## config.mk

```make
export PLATFORM = sky130hd
export DESIGN_NAME = user_project_io_bridge
export DESIGN_NICKNAME = d
export VERILOG_FILES = /design/src/rtl/user_project_io_bridge.sv
export SDC_FILE = /design/constraint.sdc
export NUM_CORES = 1
export LEC_CHECK = 0
export ABC_AREA = 1
export CAP_MARGIN = 0
export CORE_MARGIN = 2
export CORE_UTILIZATION = 43
export CTS_BUF_LIST = sky130_fd_sc_hd__clkbuf_4 sky130_fd_sc_hd__clkbuf_8
export DETAILED_ROUTE_END_ITERATION = 12
export GPL_ROUTABILITY_DRIVEN = 0
export MAX_ROUTING_LAYER = met4
export PLACE_DENSITY_LB_ADDON = 0.25
export SETUP_SLACK_MARGIN = 0.02
export SLEW_MARGIN = 20
export SYNTH_ARGS = -nofsm -noshare
export SYNTH_HDL_FRONTEND = slang
export SYNTH_SLANG_ARGS = --single-unit
```

## constraint.sdc

```tcl
create_clock -name UserCLK -period 2.3 [get_ports UserCLK]
set_input_delay 0.46 -clock UserCLK [delete_from_list [all_inputs] [get_ports UserCLK]]
set_output_delay 0.46 -clock UserCLK [all_outputs]
set_load 0.02 [all_outputs]
```

## src/rtl/user_project_io_bridge.sv

```systemverilog
// Per-channel bridge between fabric (FIN/FOUT) and user-project pins (UIN/UOUT) with BYPASS/REG/SYNC/EDGE modes.
// Optional macro USER_IO_EDGE_EN builds the rising-edge detector for mode 3; without it mode 3 behaves as SYNC.
module user_project_io_bridge #(
    parameter int NUM_CH      = 20,
    parameter int SYNC_STAGES = 2
) (
    input  logic                  UserCLK,
    input  logic                  RST,
    input  logic [2*NUM_CH-1:0]   ConfigBits,
    input  logic                  FREEZE,
    input  logic [NUM_CH-1:0]     UIN,
    output logic [NUM_CH-1:0]     UOUT,
    input  logic [NUM_CH-1:0]     FIN,
    output logic [NUM_CH-1:0]     FOUT
);
    localparam logic [1:0] MODE_BYPASS = 2'd0;
    localparam logic [1:0] MODE_REG    = 2'd1;
    localparam logic [1:0] MODE_SYNC   = 2'd2;

    logic [NUM_CH-1:0]                  uo_d, uo_q;
    logic [NUM_CH-1:0]                  ui_d, ui_q;
    logic [SYNC_STAGES-1:0][NUM_CH-1:0] sync_d, sync_q;
    logic [NUM_CH-1:0]                  sync_last;
    logic [NUM_CH-1:0]                  edge_pulse;

    // All flops sample every cycle, independent of mode and FREEZE, so a mode
    // change only re-steers the output mux.
    always_comb begin
        uo_d      = FIN;
        ui_d      = UIN;
        sync_d    = '0;
        sync_d[0] = UIN;
        for (int s = 1; s < SYNC_STAGES; s++) begin
            sync_d[s] = sync_q[s-1];
        end
    end

    always_ff @(posedge UserCLK or posedge RST) begin
        if (RST) begin
            uo_q   <= '0;
            ui_q   <= '0;
            sync_q <= '0;
        end else begin
            uo_q   <= uo_d;
            ui_q   <= ui_d;
            sync_q <= sync_d;
        end
    end

    assign sync_last = sync_q[SYNC_STAGES-1];

`ifdef USER_IO_EDGE_EN
    logic [NUM_CH-1:0] prev_d, prev_q;

    always_comb begin
        prev_d = sync_last;
    end

    always_ff @(posedge UserCLK or posedge RST) begin
        if (RST) begin
            prev_q <= '0;
        end else begin
            prev_q <= prev_d;
        end
    end

    assign edge_pulse = sync_last & ~prev_q;
`else
    assign edge_pulse = sync_last;
`endif

    always_comb begin
        UOUT = '0;
        FOUT = '0;
        for (int i = 0; i < NUM_CH; i++) begin
            case (ConfigBits[2*i +: 2])
                MODE_BYPASS: begin
                    UOUT[i] = FIN[i];
                    FOUT[i] = UIN[i];
                end
                MODE_REG: begin
                    UOUT[i] = uo_q[i];
                    FOUT[i] = ui_q[i];
                end
                MODE_SYNC: begin
                    UOUT[i] = uo_q[i];
                    FOUT[i] = sync_last[i];
                end
                default: begin
                    UOUT[i] = uo_q[i];
                    FOUT[i] = edge_pulse[i];
                end
            endcase
        end
        // Freeze overrides every mode, including the combinational bypass.
        if (FREEZE) begin
            UOUT = '0;
            FOUT = '0;
        end
    end
endmodule

```

* Yosys cells after proc, flatten, opt, wreduce, memory -nomap -nowiden
Cells that the tools add are included.
Cells by class: eq/ne operators 20, reduce and logical (&&, ||, !) cells 20, multipliers 0, div/mod/pow operators 0, mux-type cells 42, shifts and indexed selects 0, $add $sub $neg 0, bitwise operators 0, magnitude comparators 0
Operator list (number):
- $eq A2 B1 Y1 const B | 20
- $logic_not A2 Y1 | 20
- $mux W20 | 2
- $pmux W1 S2 | 20
- $mux W1 | 20
Storage, ports and cells: memories 0, bits in latches 0, RAM bits 0, flip-flop bits (word level) 60, ROM bits 0, word-level logic and storage cells 85

* Longest topological paths before layout
Gate-level depths: netlist (run 1).
depth after elaboration 3, mapped depth 4, depth with buffers taken out 4

* Least setup slack after synthesis (run 1)
Ideal clock, no wire load.
kind input to output, start input port FREEZE, end output port FOUT[0], setup slack 804 ps, stages on the path 4, arrival time 1036 ps, cells stage by stage inv_2 > buf_8 > o21ai_2 > nor2_1
Between the ends: cells in the longest elaborated chain, start to end 1
Ends and longest elaborated chain:
- start, declared | RTL line 10 | input logic FREEZE,
- $mux W20 | RTL line 96 | if (FREEZE) begin
- end, declared | RTL line 14 | output logic [NUM_CH-1:0] FOUT
Every way passes these cells.

* Final worst setup path (run 1)
start input port FREEZE, end output port FOUT[7]
The elaborated chain is that of the path after synthesis.

==> run_results.csv, run 1 <==
group,metric,value,unit
clocking,cts_buffers,9,
worst_setup_path,cp.arrival,1.70,ns
global_route,globalRouteOverflowTotal,0,
worst_setup_path,max_stage_delay,0.41,ns
logic_synthesis,yosys.cell_types.count,10,
clocking,clkTransAtPathRegs,0.07,ns
drt,num_vias,2443,
worst_setup_path,path_cells,"clkdlybuf4s50_1 > inv_2 > buf_12 > o21ai_2 > nor2_1 > dlygate4sd2_1",
clocking,clk_latency,0.33,ns
sta,setup_ws,0.140,ns
clocking,postCtsSetupBuffers,0,
global_route,grt_pass1_wl,9.96,mm
worst_setup_path,end_kind,"output pin",
global_route,grt_usage,0.203,
sta,drv_slew,0,
clocking,tritoncts,"yes",
global_route,grt_start_max_net_pins,61,
worst_setup_path,crit_fanout,22,
worst_setup_path,r2r-start,"sync_d[27]",
run_status,status,"complete, no violations",
layout,diodes,0,
layout,layout_common_cells,"nor2_1 (120), clkdlybuf4s50_1 (82), nand2_1 (80), inv_1 (60), dfrtp_1 (60)",
worst_setup_path,r2r-end,"edge_pulse[7]",
clocking,htree_num_levels,3,
power,p_leak,2.23,nW
drt,wl_met1,2.43,mm
worst_setup_path,worst-r2r-setup-slack,1.80,ns
layout,drive_above_1_share,0.0642,
drt,wirelength,6.24,mm
layout,final_common_cell,"nor2_1",
logic_synthesis,ys_warn_count,0,
floorplan,fp.dieH,82.8,µm
sta,fin_crit_sh,0.939,
min_path,worst_hold_path_type,"flop to flop",
sta,max_slew.worst_pin.slew,0.321,ns
drt,wl_met2,3.20,mm
placement,place_area,0.00400,mm²
placement,dp_hpwl,4.71,mm
sta,finalSetupViolations,0,
logic_synthesis,syn_area_per_cell,7.71,µm²
drt,antenna_left,0,
min_path,hp-start,"sync_d[38]",
placement,dp_cells,542,
sta,clock_skew,0.00192,ns
layout,fin_area,0.00419,mm²
worst_setup_path,cp-start-kind,"input port",
sta,finalHoldViolations,0,
drt,topRoutingLayerUsed,"met4",
power,max-vdd-ir-drop,0.000484,V
placement,portBuffers,122,
power,p_total,2.73,mW
clocking,clock_sinks,60,
clocking,root_buffer,"clkbuf_8",
clocking,cts_resized,40,
logic_synthesis,synth_cells,346,
clocking,cts.path.max_buffers,2,
worst_setup_path,worst_path_max_delay_cell,"clkdlybuf4s50_1",
drt,vias_per_cell,4.38,
layout,stdcell_count,558,
logic_synthesis,synth-seq-cells,60,
sta,worst_slew_margin_rel,0.786,
floorplan,fp-row-count,28,
layout,nets,561,
sta,post-route-min-period,2.16,ns
logic_synthesis,yosysSeqAreaShare,0.563,
floorplan,start_util,0.448,
sta,fmax,0.463,GHz
worst_setup_path,required,1.84,ns
layout,syn2layout_area_growth,56.9,%
drt,wl_met3,440,µm
sta,hold_slack,0.375,ns
floorplan,die_area,0.00685,mm²
drt,dr.first_iter.drc_count,104,
drt,dr.pass1.iters,6,
min_path,hold_depth,0,
clocking,cts_hold_buf,0,
worst_setup_path,worstRegToRegCells,0,
drt,wl_per_cell,11.2,µm
global_route,grt_antenna_before_repair,0,
worst_setup_path,worstSetupPathType,"input port to output pin",
sta,rsz0062_at_grt,"no",
drt,drc_errors,0,
logic_synthesis,syn-num-nets,429,
floorplan,die_width,82.8,µm
placement,post-place-ws,-0.133,ns
min_path,min_to,"edge_pulse[18]",
global_route,first_global_vias,2402,
floorplan,ios,123,
job,max_cap_violations,0,
floorplan,core-area,0.00596,mm²
logic_synthesis,synthesis.area,0.00267,mm²
power,p_per_area,651,mW/mm²
-- worst max-delay path by stage --
stage	from	to	slack [ns]	cells past startpoint
6_report	FREEZE	FOUT[7]	0.14	6
5_1_grt	FREEZE	FOUT[17]	0.05	6
4_1_cts	FREEZE	FOUT[16]	0.15	6
3_5_place_dp	FREEZE	FOUT[7]	-0.13	6
3_3_place_gp	FREEZE	FOUT[7]	-0.13	6
2_1_floorplan	RST	edge_pulse[0]	0.36	1
-- sequential cells by signal, indices dropped and copies added (netlist names) --
name        cells
edge_pulse     20
sync_d         20
uo_q           20
-- worst max-delay path, delay by kind of cell --
family,cells,cell delay (ns)
and+or+nand+nor,1,0.12
buffers and inverters,4,1.04
AOI/OAI and AO/OA,1,0.07
-- cells by family (layout without fill, tap and decap cells) --
group,count (synthesis),in the layout,share of synthesized area
AOI/OAI and AO/OA,20,20,0.0516
and+or+nand+nor,200,200,0.281
DFF,60,60,0.563
buffers and inverters,66,203,0.104
-- cells in the mapped netlist --
master	number	area share
buf_4	1	0.0028
buf_6	2	0.0084
buf_8	1	0.0056
dfrtp_1	60	0.56
inv_1	61	0.086
inv_2	1	0.0014
nand2_1	80	0.11
nor2_1	120	0.17
o21ai_0	10	0.019
o21ai_2	10	0.033
-- stage by stage --
step	setup TNS, ns	util
floorplan	0	-
global placement	-3.31	0.671
detailed placement	-3.42	0.671
CTS	0	0.703
global route	0	0.703
finish	0	0.703
-- metal layers --
metal / vias up / global-route usage
li1: 1282 / -
met1: 1077 / 0.200
met2: 72 / 0.353
met3: 12 / 0.0685
met4: 0 / 0.103
met5: - / -
-- cell type report --
cell class / instances / area, µm²
fillers: 518 / 1770
flip-flops and latches: 60 / 1500
repair buffers: 125 / 1230
multi-input cells: 220 / 888
inverters: 62 / 233
clock buffers: 9 / 124
clock inverters: 7 / 115
well taps: 75 / 93.8
-- where the power goes --
part / leakage (nW) / internal (mW) / switching [mW]
logic: 1.42 / 0.238 / 0.236
registers: 0.699 / 1.11 / 0.0210
clock network: 0.115 / 0.715 / 0.409
total: 2.23 / 2.06 / 0.666
(Power assumes the default switching activity.)
==> inputs of run 2 (changes only) <==
CORE_UTILIZATION = 46   (was 43)
GPL_ROUTABILITY_DRIVEN = 1   (was 0)
clock period = 2.7 ns   (was 2.3 ns; I/O delays follow)
==> run 2 against run 1 <==
Compared with the run above: clock power decreased by 21%; utilization increased by 6.2 points; count of clock-buffer cells in the layout increased by 2; global-route usage increased by 0.77 points; total power decreased by 16%; routed wire length increased by 0.32%; critical endpoint is now FOUT[9]; non-clock buffer count increased by 2.
==> run_results.csv, run 2 (same netlist as run 1, synthesis figures left out) <==
group,metric,value,unit
layout,diodes,0,
layout,final_common_cell,"nor2_1",
power,p_leak,2.18,nW
job,max_cap_violations,0,
drt,vias_per_cell,4.40,
layout,fillers,425,
clocking,htree_num_levels,3,
drt,wl_per_cell,11.2,µm
clocking,clock_sinks,60,
layout,nets,563,
global_route,first_global_vias,2416,
worst_setup_path,worst_path_max_delay_cell,"clkdlybuf4s50_1",
power,max-vdd-ir-drop,0.000400,V
layout,regArea,0.00150,mm²
placement,portBuffers,122,
clocking,clkTransAtPathRegs,0.06,ns
power,p_per_area,540,mW/mm²
placement,dp_hpwl,4.87,mm
drt,drc_errors,0,
drt,wirelength,6.26,mm
floorplan,die_width,80.2,µm
sta,post-route-min-period,2.63,ns
sta,drv_slew,0,
global_route,grt_start_max_net_pins,41,
placement,place_congestion,0.791,
global_route,grt_antenna_before_repair,0,
drt,antenna_left,0,
worst_setup_path,crit_fanout,15,
sta,setup_tns,0,ns
worst_setup_path,crit_top_cell,"clkdlybuf4s50_1",
sta,rsz0062_at_grt,"no",
clocking,clk_latency,0.33,ns
floorplan,fp.dieH,80.2,µm
worst_setup_path,end_kind,"output pin",
clocking,cts_buffers,9,
floorplan,die_area,0.00642,mm²
clocking,cts.path.max_buffers,2,
layout,layout_common_cells,"nor2_1 (120), clkdlybuf4s50_1 (118), nand2_1 (80), inv_1 (60), dfrtp_1 (60)",
worst_setup_path,required,2.16,ns
layout,fin_util,0.765,
clocking,cts_hold_buf,0,
sta,finalHoldViolations,0,
worst_setup_path,worstSetupPathType,"input port to output pin",
layout,multi_input_area,888,µm²
sta,fin_crit_sh,0.975,
run_status,status,"complete, no violations",
drt,dr.first_iter.drc_count,132,
sta,clock_skew,0.00572,ns
global_route,globalRouteOverflowTotal,0,
worst_setup_path,path_cells,"clkdlybuf4s50_1 > inv_2 > buf_12 > o21ai_0 > nor2_1 > clkdlybuf4s50_1",
clocking,postCtsSetupBuffers,0,
layout,syn2layout_area_growth,58.9,%
layout,stdcell_count,557,
clocking,root_buffer,"clkbuf_8",
worst_setup_path,cp-start-kind,"input port",
sta,finalSetupViolations,0,
drt,dr.pass1.iters,4,
floorplan,fp-row-count,27,
clocking,tritoncts,"yes",
global_route,grt_usage,0.210,
placement,dp_cells,541,
layout,drive_above_1_share,0.0680,
drt,num_vias,2449,
min_path,worst_hold_path_type,"flop to flop",
global_route,grt_pass1_wl,10.1,mm
sta,max_slew.worst_pin.slew,0.453,ns
worst_setup_path,max_stage_delay,0.61,ns
sta,fmax,0.380,GHz
floorplan,core-area,0.00554,mm²
worst_setup_path,cp.arrival,2.09,ns
sta,worst_slew_margin_rel,0.697,
floorplan,start_util,0.481,
floorplan,ios,123,
run 2: metrics by stage:
step,hold WS (ns),total power [mW],worst slack [ns],area (µm²)
3_3_place_gp,0.356,1.41,0.0911,4010
3_5_place_dp,0.360,1.42,0.0508,4010
4_1_cts,0.377,2.32,0.0465,4230
2_1_floorplan,0.354,1.16,0.675,2670
5_1_grt,0.387,2.40,0.0205,4240
6_report,0.375,2.29,0.0681,4240
run 2: final cells by class:
cell class / instances / share of cell area
Clock buffer: 11 / 0.0342
Clock inverter: 5 / 0.0177
Inverter: 62 / 0.0549
Multi-Input combinational cell: 220 / 0.210
Sequential cell: 60 / 0.354
Tap cell: 72 / 0.0213
Timing Repair Buffer: 127 / 0.308
run 2: worst paths after layout:
kind                             from       endpoint  slack (ns)  depth (start not counted)
max                            FREEZE        FOUT[9]        0.07                          6
min                        sync_d[21]  edge_pulse[1]        0.37                          0
max reg2reg                sync_d[28]  edge_pulse[8]        2.18                          0
min reg2reg                sync_d[21]  edge_pulse[1]        0.37                          0
max in group asynchronous         RST       uo_q[16]        1.60                          3
min in group asynchronous         RST     sync_d[30]        0.54                          2
run 2: power by group:
| part | internal (mW) | total, mW | leakage [nW] | switching (mW) |
|---|---|---|---|---|
| registers | 0.944 | 0.962 | 0.699 | 0.0177 |
| clock network | 0.550 | 0.888 | 0.116 | 0.337 |
| logic | 0.233 | 0.438 | 1.36 | 0.205 |
run 2: per-layer routing:
layer  part of all wire  up-vias  GRT usage
met5                  0        -          -
met4              0.014        0     0.0695
met3              0.059       12     0.0607
met2               0.54       63      0.380
met1               0.38     1101      0.219
li1                   -     1273          -
run 2: timing repair:
item	in CTS	in global routing
hold endpoints to repair	0	0
gates resized for setup	0	4
endpoints found under the setup margin	0	4
run 2: worst max-delay path, delay by kind of cell:
family                 cells  cell delay (ns)
AOI/OAI and AO/OA          1             0.10
buffers and inverters      4             1.33
and+or+nand+nor            1             0.11
